### src/rtl/fn_scan_ctrl.sv
// Truth-table scanner for a 4-input function block: walks all 16 vectors,
// captures f, counts ones and compares against a golden table.
module fn_scan_ctrl #(
  parameter logic [15:0] EXPECTED = 16'h73F0,
  parameter int unsigned SETTLE   = 1
) (
  input  logic        clk,
  input  logic        rstn,
  input  logic        start,
  input  logic        abort,
  input  logic        f_in,
  output logic [3:0]  abcd,
  output logic        busy,
  output logic        done,
  output logic [15:0] table_out,
  output logic [4:0]  ones,
  output logic        match,
  output logic        fail_valid,
  output logic [3:0]  first_fail
);

  localparam logic [3:0] SETTLE_CNT = 4'(SETTLE);

  typedef enum logic [1:0] {
    S_IDLE, S_SETTLE, S_SAMPLE, S_DONE
  } state_t;

  state_t      state_q, state_d;
  logic [3:0]  idx_q, idx_d;
  logic [3:0]  cnt_q, cnt_d;
  logic [3:0]  abcd_q, abcd_d;
  logic        busy_q, busy_d;
  logic        done_q, done_d;
  logic [15:0] table_q, table_d;
  logic [4:0]  ones_q, ones_d;
  logic        match_q, match_d;
  logic        fv_q, fv_d;
  logic [3:0]  ff_q, ff_d;

  always_ff @(posedge clk or negedge rstn) begin
    if (!rstn) begin
      state_q <= S_IDLE;
      idx_q   <= '0;
      cnt_q   <= '0;
      abcd_q  <= '0;
      busy_q  <= 1'b0;
      done_q  <= 1'b0;
      table_q <= '0;
      ones_q  <= '0;
      match_q <= 1'b0;
      fv_q    <= 1'b0;
      ff_q    <= '0;
    end else begin
      state_q <= state_d;
      idx_q   <= idx_d;
      cnt_q   <= cnt_d;
      abcd_q  <= abcd_d;
      busy_q  <= busy_d;
      done_q  <= done_d;
      table_q <= table_d;
      ones_q  <= ones_d;
      match_q <= match_d;
      fv_q    <= fv_d;
      ff_q    <= ff_d;
    end
  end

  always_comb begin
    state_d = state_q;
    unique case (state_q)
      S_IDLE:
        if (start && !abort) state_d = S_SETTLE;
      S_SETTLE:
        if (abort) state_d = S_IDLE;
        else if (cnt_q == 4'd1) state_d = S_SAMPLE;
      S_SAMPLE:
        if (abort) state_d = S_IDLE;
        else if (idx_q == 4'd15) state_d = S_DONE;
        else state_d = S_SETTLE;
      S_DONE:
        state_d = S_IDLE;
      default:
        state_d = S_IDLE;
    endcase
  end

  always_comb begin
    idx_d   = idx_q;
    cnt_d   = cnt_q;
    abcd_d  = abcd_q;
    table_d = table_q;
    ones_d  = ones_q;
    match_d = match_q;
    fv_d    = fv_q;
    ff_d    = ff_q;
    busy_d  = (state_d == S_SETTLE) || (state_d == S_SAMPLE);
    done_d  = (state_d == S_DONE);
    unique case (state_q)
      S_IDLE: begin
        if (start && !abort) begin
          table_d = '0;
          ones_d  = '0;
          match_d = 1'b0;
          fv_d    = 1'b0;
          ff_d    = '0;
          idx_d   = '0;
          abcd_d  = '0;
          cnt_d   = SETTLE_CNT;
        end
      end
      S_SETTLE: begin
        if (abort) abcd_d = '0;
        else if (cnt_q != 4'd1) cnt_d = cnt_q - 4'd1;
      end
      S_SAMPLE: begin
        if (abort) begin
          abcd_d = '0;
        end else begin
          table_d[idx_q] = f_in;
          ones_d = ones_q + {4'd0, f_in};
          if ((f_in != EXPECTED[idx_q]) && !fv_q) begin
            fv_d = 1'b1;
            ff_d = idx_q;
          end
          // match must see the bit captured on this very edge
          if (idx_q == 4'd15) begin
            match_d = (table_d == EXPECTED);
            abcd_d  = '0;
          end else begin
            idx_d  = idx_q + 4'd1;
            abcd_d = idx_q + 4'd1;
            cnt_d  = SETTLE_CNT;
          end
        end
      end
      S_DONE:
        abcd_d = '0;
      default: ;
    endcase
  end

  assign abcd       = abcd_q;
  assign busy       = busy_q;
  assign done       = done_q;
  assign table_out  = table_q;
  assign ones       = ones_q;
  assign match      = match_q;
  assign fail_valid = fv_q;
  assign first_fail = ff_q;

endmodule

### config.mk
export PLATFORM = sky130hd
export DESIGN_NAME = fn_scan_ctrl
export DESIGN_NICKNAME = d
export VERILOG_FILES = /design/src/rtl/fn_scan_ctrl.sv
export SDC_FILE = /design/constraint.sdc
export NUM_CORES = 1
export LEC_CHECK = 0
export BUFFER_PORTS_ARGS = -buffer_cell sky130_fd_sc_hd__clkbuf_2
export CORE_MARGIN = 2
export CORE_UTILIZATION = 40
export DETAILED_ROUTE_END_ITERATION = 6
export GPL_TIMING_DRIVEN = 0
export HOLD_SLACK_MARGIN = 0.02
export PLACE_DENSITY = 0.64
export SETUP_SLACK_MARGIN = 0.1
export SLEW_MARGIN = 30
export SYNTH_ARGS = -nofsm -noshare
export SYNTH_HDL_FRONTEND = slang
export SYNTH_SLANG_ARGS = --single-unit
### constraint.sdc
create_clock -name clk -period 2.6 [get_ports clk]
set_input_delay 0.26 -clock clk [delete_from_list [all_inputs] [get_ports clk]]
set_output_delay 0.26 -clock clk [all_outputs]
set_load 0.05 [all_outputs]
# [Yosys cells after proc, flatten, opt, wreduce, memory -nomap -nowiden]
# Memory sizes are Yosys's and may differ from the RTL's.
# Cells that the tools add are included.
[op_classes] n_addsub=3 order_cmp=2 eq_ne=19 muxes=40 n_reduce_logical=15
[op_table] cell="4-bit two-way mux" count=13
[op_table] cell="16-bit two-way mux" count=2
[op_table] cell="16-bit case mux with 2 select lines" count=1
[op_table] cell="16-bit bitwise mux" count=1
[op_table] cell="16-bit by 15-bit == test with 1-bit output (second input constant)" count=1
[op_table] cell="2-bit inequality test (second input constant)" count=8
[op_table] cell="4-bit case mux with 2 select lines" count=2
[op_table] cell="4-bit case mux with 4 select lines" count=1
[op_table] cell="4-bit case mux with 3 select lines" count=1
[op_table] cell="4-bit AND reduction" count=3
[op_table] cell="2-bit two-way mux" count=5
[op_table] cell="5-bit two-way mux" count=2
[op_table] cell="5-bit case mux with 2 select lines" count=1
[op_table] cell="2-bit == test (second input constant)" count=4
[op_table] cell="2-bit case mux with 4 select lines" count=1
[op_table] cell="1-bit two-way mux" count=7
[op_table] cell="6-bit AND reduction" count=1
[op_table] cell="5-bit by 1-bit adder with 5-bit output" count=1
[op_table] cell="4-bit by 5-bit < comparator with 1-bit output (second input constant)" count=1
[op_table] cell="4-bit by 1-bit adder with 4-bit output (second input constant)" count=1
[op_table] cell="1-bit demux with 4-bit select" count=1
[op_table] cell="2-bit by 1-bit == test with 1-bit output (second input constant)" count=2
[op_table] cell="4-bit by 1-bit == test with 1-bit output (second input constant)" count=1
[op_table] cell="4-bit == test (second input constant)" count=1
[op_table] cell="13 further kinds" count=17
[word_totals] ff_bits=43 romBits=16 inputBits=5 out_inout_bits=33 word_cells=91 memories=1
[memory_table] memory="(name not given)" depth=16 width=1 rd=1 rd_ports_with_merged_regs=0 wr=0 line="121" rtl="if ((f_in != EXPECTED[idx_q]) && !fv_q) begin"

# [Longest topological paths before layout]
[logic_depth] word_depth=9 mapped_depth=8 mapped_depth_nobuf=8

# [Worst setup path before layout]
# OpenSTA, ideal clock, no wires.
[synth_path] path_kind="flip-flop to flip-flop" start="register cnt_q[1]" end="register busy_q (netlist: busy)" setup_ns=0.126 t_arrival_ns=1.773 required_time_ns=2.474 path_slack_ns=0.701 path_stages_with_launch=9 n_path_buf=0 period_less_slack_ns=1.899 cell_sequence="dfrtp_1 > inv_1 > ha_1 > or3b_2 > mux2i_1 > o21ai_0 > nand2b_1 > o21ai_0 > ha_1"
[synth_between] elab_chain_cells=6 elab_cells_between_ends=7 cone_classes="3 x eq/ne; 3 x mux; 1 x reduce/logical"
[synth_lines] element="start: declaration" line="30" rtl="logic [3:0] cnt_q, cnt_d;"
[synth_lines] element="start signal: assignment" line="56" rtl="cnt_q <= cnt_d;"
[synth_lines] element="4-bit by 1-bit == test with 1-bit output *" line="75" rtl="else if (cnt_q == 4'd1) state_d = S_SAMPLE;"
[synth_lines] element="2-bit two-way mux *" line="75"
[synth_lines] element="2-bit two-way mux *" line="74" rtl="if (abort) state_d = S_IDLE;"
[synth_lines] element="2-bit case mux with 4 select lines *" line="70" rtl="unique case (state_q)"
[synth_lines] element="via state_d[0]" line="28" rtl="state_t state_q, state_d;"
[synth_lines] element="2-bit by 1-bit == test with 1-bit output or 2-bit == test (tied branches)" line="96" rtl="busy_d = (state_d == S_SETTLE) || (state_d == S_SAMPLE);"
[synth_lines] element="1-bit logical OR *" line="96"
[synth_lines] element="via busy_d" line="32" rtl="logic busy_q, busy_d;"
[synth_lines] element="end signal: assignment" line="58" rtl="busy_q <= busy_d;"
[synth_lines] element="end: declaration" line="32"
# The timed path passes the listed nets; every way through them passes the cells marked *.
# A chain may end at the register's enable or synchronous reset.

# [Final worst setup path]
[layout_path] start="register state_q[0]" end="register busy_q (netlist: busy)"
[layout_between] elab_chain_cells=5 elab_cells_between_ends=11 cone_classes="5 x eq/ne; 4 x mux; 2 x reduce/logical"
[layout_lines] element="start: declaration" line="28"
[layout_lines] element="start signal: assignment" line="54" rtl="state_q <= state_d;"
[layout_lines] element="2-bit two-way mux" line="75"
[layout_lines] element="2-bit two-way mux" line="74"
[layout_lines] element="2-bit case mux with 4 select lines *" line="70"
[layout_lines] element="via state_d[0]" line="28"
[layout_lines] element="2-bit by 1-bit == test with 1-bit output or 2-bit == test (tied branches)" line="96"
[layout_lines] element="1-bit logical OR *" line="96"
[layout_lines] element="via busy_d" line="32"
# Marks and branches as above.

==> flow_metrics.tcl <==
set metrics [dict create \
    cts_made_buffers 5 \
    dp_hpwl_mm 4.092 \
    cp_cell_sequence "buf_2 -> nand2b_1 -> nor2_2 -> nor2_2 -> buf_2 -> o21ai_0 -> ha_1" \
    finalMaxSlewViolations 0 \
    start_util 0.4093 \
    status "finished clean" \
    rows 28 \
    grt_antenna_before_repair 0 \
    core_mm2 0.005851 \
    powerDensity_mw_per_mm2 676.0 \
    final_antenna_net_count 0 \
    ys_ff_latch 43 \
    yosysTopAreaCell "dfrtp_1" \
    max-cap-violations 0 \
    grt_pass1_wl_mm 9.618 \
    fin_crit_ns 2.187 \
    cp_max_fo 10 \
    routed_wl_mm 5.931 \
    crit_slowest_cell "nor2_2" \
    final_util 0.4771 \
    whs_path_depth 3 \
    finalNonFillerCells 379 \
    cp.depth 7 \
    wire_per_inst_um 15.65 \
    dieArea_mm2 0.006622 \
    cts.sink_count 43 \
    setup_viol 0 \
    skew_ns 0.008541 \
    clockBufferDepth 2 \
    period_share 0.8412 \
    mostFrequentLayoutCell "dfrtp_1" \
    synth_area_mm2 0.002395 \
    cts_tree "built" \
    ios 38 \
    irDropWorstVdd_mv 0.3127 \
    fp.dieW_um 81.38 \
    via_per_inst 5.509 \
    dp_cells 371 \
    finalHoldViolations 0 \
    clk_pin_slew_ns 0.08 \
    htreeDepth 2 \
    fp.dieH_um 81.38 \
    worstSetupPathType "reg -> reg" \
    slew_headroom 0.6043 \
    grt_max_degree 44 \
    drc_errors 0 \
    power_leakage_uw 0.001350 \
    yosysSeqAreaShare 0.4493 \
    first_pass_iters 5 \
    finalSetupTns_ns 0 \
    portBuffers 37 \
    grt_pass1_vias 1940 \
    place_area_mm2 0.002676 \
    avgSynthCellArea_um2 9.246 \
    num_antenna_cells 0 \
    grt.overflow.total 0 \
    critPathLaunchType "flop" \
    yosysTopAreaCellShare 0.4493 \
    clk_latency_ns 0.30 \
    worst_ep_required_time_ns 2.79 \
    syn_nets 275 \
    final_nets 320 \
    drive_gt1_frac 0.2039 \
    cpPeakStageDelay_ns 0.35 \
    grt_usage 0.1936 \
    ys_types 46 \
    worstPathArrival_ns 2.37 \
    synth-main-ff-cell "dfrtp_1" \
    synth_edf_count 0 \
    critPathTopFamily "simple AND/OR/NAND/NOR gates" \
    fin_area_mm2 0.002791 \
    fmax_ghz 0.4572 \
    root_buffer "clkbuf_8" \
    hp-class "in -> reg" \
    vias 2088 \
    final_cell_mix "dfrtp_1, nand2_1, clkbuf_2" \
    synth_cells 259 \
    synth_area_leaders "dfrtp_1, o21ai_0, nand2_1" \
    cp-end-kind "flop" \
    max_slew.worst_pin.slew_ns 0.5936 \
    path_buf_inv 2 \
    rr_worst_depth 7 \
    drt_iter0_drc 188 \
    areaGrowthSynthToFinish_pct 16.56 \
    place.gp.congestion 0.8693 \
    hold-worst-slack_ns 0.3884 \
    synth_warnings 0 \
    rsz0062_at_grt "false" \
    synthArstFlopShare 1.000 \
]
through the flow:
stage | power [µW] | setup slack, ns
CTS | 1902 | 0.2047
finish | 1887 | 0.4130
detailed placement | 1387 | 0.1917
floorplan | 1222 | 0.7007
global placement | 1370 | 0.2376
global route | 1992 | 0.2145
path summary, 6_finish.rpt:
| check | startpoint | to | slack [ns] |
|---|---|---|---|
| max | state_q[0]$_DFF_PN0_ | busy$_DFF_PN0_ | 0.41 |
| min | f_in | table_out[2]$_DFFE_PN0P_ | 0.39 |
| max reg2reg | state_q[0]$_DFF_PN0_ | busy$_DFF_PN0_ | 0.41 |
| min reg2reg | match$_DFFE_PN0P_ | match$_DFFE_PN0P_ | 0.51 |
| max in group asynchronous | rstn | table_out[6]$_DFFE_PN0P_ | 1.67 |
| min in group asynchronous | rstn | busy$_DFF_PN0_ | 0.53 |
sequential cells by signal (all words and copies together), names as in the netlist:
name        cells
fail_valid      1
idx_q           4
state_q         2
first_fail      4
match           1
done            1
ones            5
table_out      16
abcd            4
busy            1
cnt_q           4
cell usage after synthesis (all sizes together), types with 2 or more instances:
master / number
nor4: 2
dfrtp: 43
ha: 11
buf: 6
nand2: 42
nand4: 5
nor3: 3
a31oi: 7
o22ai: 3
xor2: 4
o31ai: 2
mux2i: 7
clkbuf: 9
inv: 9
nand3b: 2
or3b: 2
mux2: 4
nor2b: 4
nor3b: 5
a21o: 2
a21oi: 11
o21ai: 33
nand2b: 5
a22o: 7
nand3: 6
nor2: 11
layer usage:
metal | GRT usage | routed length, µm
met1 | 0.2763 | 2814
met2 | 0.2836 | 2650
met5 | 0 | 0
met3 | 0.03000 | 310
met4 | 0.09492 | 155
area by class of cell:
type / instances / area, µm²
clock buffer: 6 / 72.57
inverter: 9 / 33.78
multi-input combinational: 192 / 1225
tap: 75 / 93.84
fill: 555 / 3059
timing repair buffer: 38 / 197.7
buffer: 15 / 62.56
sequential: 43 / 1076
clock inverter: 1 / 30.03
power breakdown:
part | total, µW | internal, µW | switching [µW]
combinational | 579 | 172 | 407
clock | 509 | 282 | 228
sequential | 799 | 737 | 61.8
worst reg2reg max path, delay by kind of cell, from the launching register on:
family / cells / cell delay (ns)
DFF: 1 / 0.32
adders and majority gates: 1 / 0.32
AOI/OAI and AO/OA: 1 / 0.17
and+or+nand+nor: 3 / 0.72
buffers and inverters: 2 / 0.53
repair_timing:
| action | CTS | global route |
|---|---|---|
| hold buffers | 1 | 0 |
| hold endpoints to repair | 43 | 0 |
| resized for setup | 0 | 1 |
| buffers inserted | 0 | 0 |
| setup endpoints to repair | 0 | 1 |
cell families after synthesis:
kind of cell,synth area share
compound gates,0.1891
xor+xnor,0.01829
fa+ha+maj,0.05747
buf+inv,0.04022
flops,0.4493
mux,0.04807
simple gates,0.1975
Note: power is estimated with default switching activity, not from simulation.
